==> src/rtl/register_file_sb.sv <==
// Integer register file with per-register busy (scoreboard) bits, combinational reads
// and optional write-to-read forwarding. Index 0 and indices >= NREGS are hardwired to zero.
module register_file_sb #(
    parameter int XLEN   = 32,
    parameter int NREGS  = 32,
    parameter int BYPASS = 1,
    localparam int AW    = $clog2(NREGS)
) (
    input  logic            clk,
    input  logic            rst,
    input  logic [AW-1:0]   rs1,
    input  logic [AW-1:0]   rs2,
    input  logic [AW-1:0]   rd,
    input  logic            RUWr,
    input  logic [XLEN-1:0] wdata,
    input  logic            rsv_en,
    input  logic [AW-1:0]   rsv_rd,
    input  logic            flush,
    output logic [XLEN-1:0] output_rs1,
    output logic [XLEN-1:0] output_rs2,
    output logic            busy_rs1,
    output logic            busy_rs2,
    output logic            stall
);

    logic [XLEN-1:0]  regs_q [NREGS];
    logic [XLEN-1:0]  regs_d [NREGS];
    logic [NREGS-1:0] busy_q;
    logic [NREGS-1:0] busy_d;

    // Loops start at 1 so index 0 is never written, and out-of-range indices never match.
    always_comb begin
        regs_d = regs_q;
        busy_d = busy_q;
        for (int i = 1; i < NREGS; i++) begin
            if (RUWr && rd == AW'(i)) begin
                regs_d[i] = wdata;
                busy_d[i] = 1'b0;
            end
        end
        if (flush) begin
            busy_d = '0;
        end else begin
            for (int i = 1; i < NREGS; i++) begin
                if (rsv_en && rsv_rd == AW'(i)) begin
                    busy_d[i] = 1'b1;
                end
            end
        end
    end

    always_ff @(posedge clk or posedge rst) begin
        if (rst) begin
            regs_q <= '{default: '0};
            busy_q <= '0;
        end else begin
            regs_q <= regs_d;
            busy_q <= busy_d;
        end
    end

    // Forwarding overrides both the stored value and a same-cycle reservation.
    always_comb begin
        output_rs1 = '0;
        output_rs2 = '0;
        busy_rs1   = 1'b0;
        busy_rs2   = 1'b0;
        for (int i = 1; i < NREGS; i++) begin
            if (rs1 == AW'(i)) begin
                output_rs1 = regs_q[i];
                busy_rs1   = busy_q[i];
                if (BYPASS != 0 && RUWr && rd == AW'(i)) begin
                    output_rs1 = wdata;
                    busy_rs1   = 1'b0;
                end
            end
            if (rs2 == AW'(i)) begin
                output_rs2 = regs_q[i];
                busy_rs2   = busy_q[i];
                if (BYPASS != 0 && RUWr && rd == AW'(i)) begin
                    output_rs2 = wdata;
                    busy_rs2   = 1'b0;
                end
            end
        end
        if (rst) begin
            output_rs1 = '0;
            output_rs2 = '0;
            busy_rs1   = 1'b0;
            busy_rs2   = 1'b0;
        end
        stall = busy_rs1 | busy_rs2;
    end

endmodule

==> config.mk <==
export PLATFORM = sky130hd
export DESIGN_NAME = register_file_sb
export DESIGN_NICKNAME = d
export VERILOG_FILES = /design/src/rtl/register_file_sb.sv
export SDC_FILE = /design/constraint.sdc
export NUM_CORES = 2
export LEC_CHECK = 0
export CORE_UTILIZATION = 45
export CTS_CLUSTER_SIZE = 20
export DETAILED_ROUTE_END_ITERATION = 6
export PLACE_DENSITY = 0.63
export SKIP_LAST_GASP = 1
export SLEW_MARGIN = 20
export SYNTH_ARGS = -nofsm -noshare
export SYNTH_HDL_FRONTEND = slang
export SYNTH_SLANG_ARGS = --single-unit
==> constraint.sdc <==
create_clock -name clk -period 139.6 [get_ports clk]
set_input_delay 34.9 -clock clk [delete_from_list [all_inputs] [get_ports clk]]
set_output_delay 34.9 -clock clk [all_outputs]
set_load 0.02 [all_outputs]
# Word-level counts from Yosys, hierarchy flattened
# Index checks and enable logic that the tools add are counted.
# W data, S select, Z words.
word_totals:
  reg_bits: 1023
  input_bits: 57
  out_inout_bits: 67
  word_cells: 441
classes:
  eq_ne: 124
  n_mux: 222
  bitwise: 1
  reduce_logical: 62
ops:
  columns: ["op", "n"]
  rows:
  - ["$mux W32", 95]
  - ["$eq A5 B5 Y1 const B", 64]
  - ["$eq A5 B4 Y1 const B", 32]
  - ["$mux W1", 126]
  - ["$eq A5 B3 Y1 const B", 16]
  - ["$logic_and A1 B1 Y1", 62]
  - ["$eq A5 B2 Y1 const B", 8]
  - ["$mux W31", 1]
  - ["$eq A5 B1 Y1 const B", 4]
  - ["$or A1 B1 Y1", 1]

# Depth between registers and ports, before layout
logic_depth:
  depth_word: 36
  mapped_depth: 13
  mapped_depth_nobuf: 9

# Worst setup path before layout
# Ideal clock, no wire load.
synth_path:
  path_type: "input -> output"
  start: "in rst"
  end: "out output_rs2[24]"
  t_arrival_ps: 69284
  required_ps: 104700
  setup_slack_ps: 35416
  cell_stages: 4
  cell_sequence: "inv_1 -> clkbuf_1 -> clkbuf_1 -> o221a_2"
synth_between:
  elab_chain_cells: 1
synth_lines:
  columns: ["item", "line_no", "rtl"]
  rows:
  - ["start, declared", "10", "input logic rst,"]
  - ["$mux W32", "86", "if (rst) begin"]
  - ["end, declared", "20", "output logic [XLEN-1:0] output_rs2,"]
# Every way passes these cells.

# Worst setup path after layout
layout_path:
  start: "in rd[0]"
  end: "out output_rs1[4]"
layout_between:
  elab_chain_cells: 35
  word_cells_on_any_way: 125
  classes_between: "31 x eq/ne; 63 x mux; 31 x reduce/logical"
layout_lines:
  columns: ["item", "line_no", "rtl"]
  rows:
  - ["start, declared", "13", "input logic [AW-1:0] rd,"]
  - ["$eq A5 B1 Y1", "72", "if (BYPASS != 0 && RUWr && rd == AW'(i)) begin"]
  - ["$logic_and A1 B1 Y1", "72", null]
  - ["$mux W32", "72", null]
  - ["$mux W32 (30 in a row)", "69", "if (rs1 == AW'(i)) begin"]
  - ["$mux W32 (*)", "69", null]
  - ["$mux W32 (*)", "86", null]
  - ["end, declared", "19", "output logic [XLEN-1:0] output_rs1,"]
# Mark *: on every way between the ends. The rest lies on a longest branch, timed or not.

==> summary.json <==
{
  "status": {
    "result_of_the_run": "finished with violations",
    "violated_checks": "DRC"
  },
  "place": {
    "placed_cells": 7993,
    "detailedPlacementHpwl_um": 216000,
    "gp_congestion": 1.03,
    "dpl-instance-area_um2": 61900,
    "place.port_buffers": 123,
    "pre_cts_slack_ns": 63.75
  },
  "routing": {
    "drt_first_pass_iters": 7,
    "route.vias.total": 62000,
    "drt-initial-drc-count": 12100,
    "detail_route.drc_violations": 11,
    "vias_per_cell": 7.52,
    "routed_wire_length_per_instance_um": 40.0,
    "wl_final_um": 330000,
    "antenna_violating_nets_post_route": 0
  },
  "sta": {
    "tns_ns": 0,
    "finalSetupViolations": 0,
    "report.final.slew_viol_count": 0,
    "holdWs_ns": 0.497,
    "min_period_ns": 76.03,
    "hold_violations": 0,
    "timing.slew.headroom_pct": 12.9,
    "skew_ns": 0,
    "setup_slack_ns": 63.57,
    "fmax_mhz": 13.2,
    "grt_setup_unrepaired": "no",
    "worst_slew_pin_slew_ns": 1.30,
    "timing.final.crit_share_pct": 54.5
  },
  "die": {
    "horiz_die_dim_um": 363,
    "rows": 131,
    "io_pins": 124,
    "die_h_um": 363,
    "initial_util_pct": 45.6,
    "full_die_area_um2": 131000,
    "core-area_um2": 128000
  },
  "logic_synthesis": {
    "yosys.area_share.simple_pct": 11.5,
    "post_synth_instance_area_um2": 58500,
    "ys_ff_latch": 1023,
    "synth-edff-count": 0,
    "synthCells": 6455,
    "synth.top_cells.by_count": "1023 x sky130_fd_sc_hd__dfrtp_1, 633 x sky130_fd_sc_hd__nand2_1, 576 x sky130_fd_sc_hd__o21ai_0, 510 x sky130_fd_sc_hd__a21oi_1, 453 x sky130_fd_sc_hd__clkbuf_1",
    "xor_xnor_portion_of_the_synthesized_cell_area_pct": 0.0449,
    "post_synth_main_area_contributors": "sky130_fd_sc_hd__dfrtp_1 44%, sky130_fd_sc_hd__mux2_2 6.9%, sky130_fd_sc_hd__mux2i_1 6.4%",
    "synthDominantAreaCellType": "sky130_fd_sc_hd__dfrtp_1",
    "synth_warnings": 0,
    "post_synth_mux_area_share_pct": 13.6,
    "synth_top_area_share_pct": 43.8,
    "synth_top_flop_cell": "sky130_fd_sc_hd__dfrtp_1",
    "synth_adder_area_share_pct": 0,
    "synth_top_family_by_area": "compound AO/OA/AOI/OAI gates",
    "synthesis.area_per_instance_um2": 9.06,
    "yosys.cell_types.count": 95,
    "synth_sequential_area_ratio_pct": 43.8,
    "synthMostInstantiatedCell": "sky130_fd_sc_hd__dfrtp_1",
    "synth-async-reset-ratio_pct": 100,
    "synth_compound_area_share_pct": 24.3,
    "postSynthNetCount": 6512
  },
  "clock_network": {
    "ctsHoldBuffers": 0,
    "cts_tree": "yes",
    "cts_buffers": 118,
    "insertion_delay_ns": 0.77,
    "cts-root-buf": "sky130_fd_sc_hd__clkbuf_16",
    "cts.repair_timing.setup_buffer_count": 0,
    "clk_transition_reported_paths_ns": 0.06,
    "cts.htree.levels": 3,
    "ctsResizeCount": 0,
    "numClockSinks": 1023,
    "cts-root-to-sink-buffers": 3
  },
  "finish": {
    "area_growth_pct": 13.0,
    "final_core_utilization_pct": 51.5,
    "fin_area_um2": 66100,
    "layout-drive-gt1-share_pct": 15.4,
    "finish.cell_count_without_fillers": 8236,
    "finish.net_count": 6443
  },
  "worst_setup_path": {
    "timing.critical_path.required_ns": 104.70,
    "critical_path.endpoint_type": "primary output",
    "start_kind": "input port",
    "crit_path_max_fanout": 38,
    "crit_chain": "clkdlybuf4s50_1 -> and2b_2 -> buf_4 -> nand2_1 -> buf_4 -> mux2i_1 -> o22ai_1 -> a2111oi_0 -> o211ai_1 -> a221oi_1 -> buf_2 -> o21ai_0 -> clkdlybuf4s50_1",
    "critical_path.slowest_cell": "sky130_fd_sc_hd__clkdlybuf4s50_1",
    "cp.arrival_ns": 41.13,
    "ff2ff_setup_slack_ns": 138.47,
    "critPathMaxStageDelay_ns": 0.85,
    "timing.setup.critical_path_class": "in -> out"
  },
  "power_and_ir_drop": {
    "total_power_mw": 0.902,
    "vdd_ir_drop_max_v": 0.0000105,
    "power.leakage_nw": 31.4,
    "pwr_density_cell_nw_per_um2": 13.7
  },
  "grt": {
    "grt_antenna_before_repair": 16,
    "first_global_vias": 58500,
    "gr-usage-all-layers_pct": 48.8,
    "globalRoute.totalOverflow": 0,
    "grt_max_degree": 75,
    "grt_pass1_wl_um": 454000
  },
  "worst_hold_path": {
    "hp-class": "reg -> reg"
  },
  "run": {
    "total_of_max_cap_violations": 0
  }
}
[cells by family after synthesis]
logic type / after synthesis
and+or+nand+nor: 1483
xor gates and xnor gates: 3
muxes: 743
DFF: 1023
buffers and inverters: 1007
AOI/OAI and AO/OA: 2196
[worst max-delay path: cells and delay by family]
family                 cells  cell delay [ns]
AND/OR/NAND/NOR            2             1.10
AO/OA/AOI/OAI              5             2.07
buffers and inverters      5             2.75
multiplexers               1             0.26
[per-layer routing]
| metal | wire length [µm] | global-route usage [%] | up-vias |
|---|---|---|---|
| met3 | 51900 | 19.2 | 1795 |
| met1 | 116000 | 61.1 | 30300 |
| met5 | 173 | 0.444 | - |
| met2 | 130000 | 66.9 | 6417 |
| met4 | 31100 | 37.4 | 14 |
| li1 | - | - | 23500 |
[where the power goes]
part,switching [mW],total (mW),leakage [nW],internal (mW)
Sequential,0.0149,0.366,13.2,0.351
Combinational,0.143,0.205,16.2,0.0620
Clock,0.141,0.331,2.00,0.190
[cell type report]
class / instances / area, µm²
fill: 12100 / 62200
sequential: 1023 / 25600
inverter: 396 / 1500
clock inverter: 39 / 474
antenna: 19 / 47.5
clock buffer: 183 / 3570
tap: 1729 / 2160
multi-input combinational: 4425 / 29200
timing repair buffer: 422 / 3500
[final timing paths]
| path | start | to | cells after the start |
|---|---|---|---|
| worst min register to register | regs_q[426] | regs_q[426] | 2 |
| min in group asynchronous | rst | regs_q[69] | 2 |
| worst max-delay path | rd[0] | output_rs1[4] | 13 |
| worst max register to register | regs_q[138] | regs_q[138] | 2 |
| worst min-delay path | regs_q[426] | regs_q[426] | 2 |
| max in group asynchronous | rst | regs_q[925] | 7 |
[flip-flops by register name (all words and copies together) (netlist names)]
name / cells
regs_q: 992
busy_q: 31
[placed cells by master, fill, tap and decap left out, types with 29 or more instances in the layout]
cell type | netlist | final
sky130_fd_sc_hd__dfrtp_1 | 1023 | 1023
sky130_fd_sc_hd__nand2_1 | 633 | 618
sky130_fd_sc_hd__o21ai_0 | 576 | 575
sky130_fd_sc_hd__a21oi_1 | 510 | 510
sky130_fd_sc_hd__inv_1 | 394 | 390
sky130_fd_sc_hd__mux2i_1 | 374 | 374
sky130_fd_sc_hd__mux2_2 | 360 | 360
sky130_fd_sc_hd__buf_4 | 10 | 295
sky130_fd_sc_hd__nor2_1 | 311 | 287
sky130_fd_sc_hd__nand3_1 | 239 | 239
sky130_fd_sc_hd__o22ai_1 | 167 | 167
sky130_fd_sc_hd__clkbuf_16 | 0 | 120
sky130_fd_sc_hd__clkdlybuf4s50_1 | 0 | 115
sky130_fd_sc_hd__a22oi_1 | 97 | 97
sky130_fd_sc_hd__a221oi_1 | 90 | 90
sky130_fd_sc_hd__o211ai_1 | 85 | 85
sky130_fd_sc_hd__a211oi_1 | 78 | 78
sky130_fd_sc_hd__nor3_1 | 73 | 73
sky130_fd_sc_hd__o221ai_1 | 66 | 66
sky130_fd_sc_hd__a31oi_1 | 61 | 60
sky130_fd_sc_hd__a2111oi_0 | 48 | 45
sky130_fd_sc_hd__a221o_1 | 36 | 36
sky130_fd_sc_hd__clkbuf_8 | 0 | 35
sky130_fd_sc_hd__a22o_1 | 33 | 33
sky130_fd_sc_hd__o21a_1 | 32 | 32
sky130_fd_sc_hd__nor4_1 | 31 | 31
sky130_fd_sc_hd__o2111ai_1 | 31 | 31
sky130_fd_sc_hd__o2bb2ai_1 | 30 | 30
sky130_fd_sc_hd__clkbuf_1 | 453 | 30
sky130_fd_sc_hd__a21o_1 | 29 | 29
(Power assumes the default switching activity.)
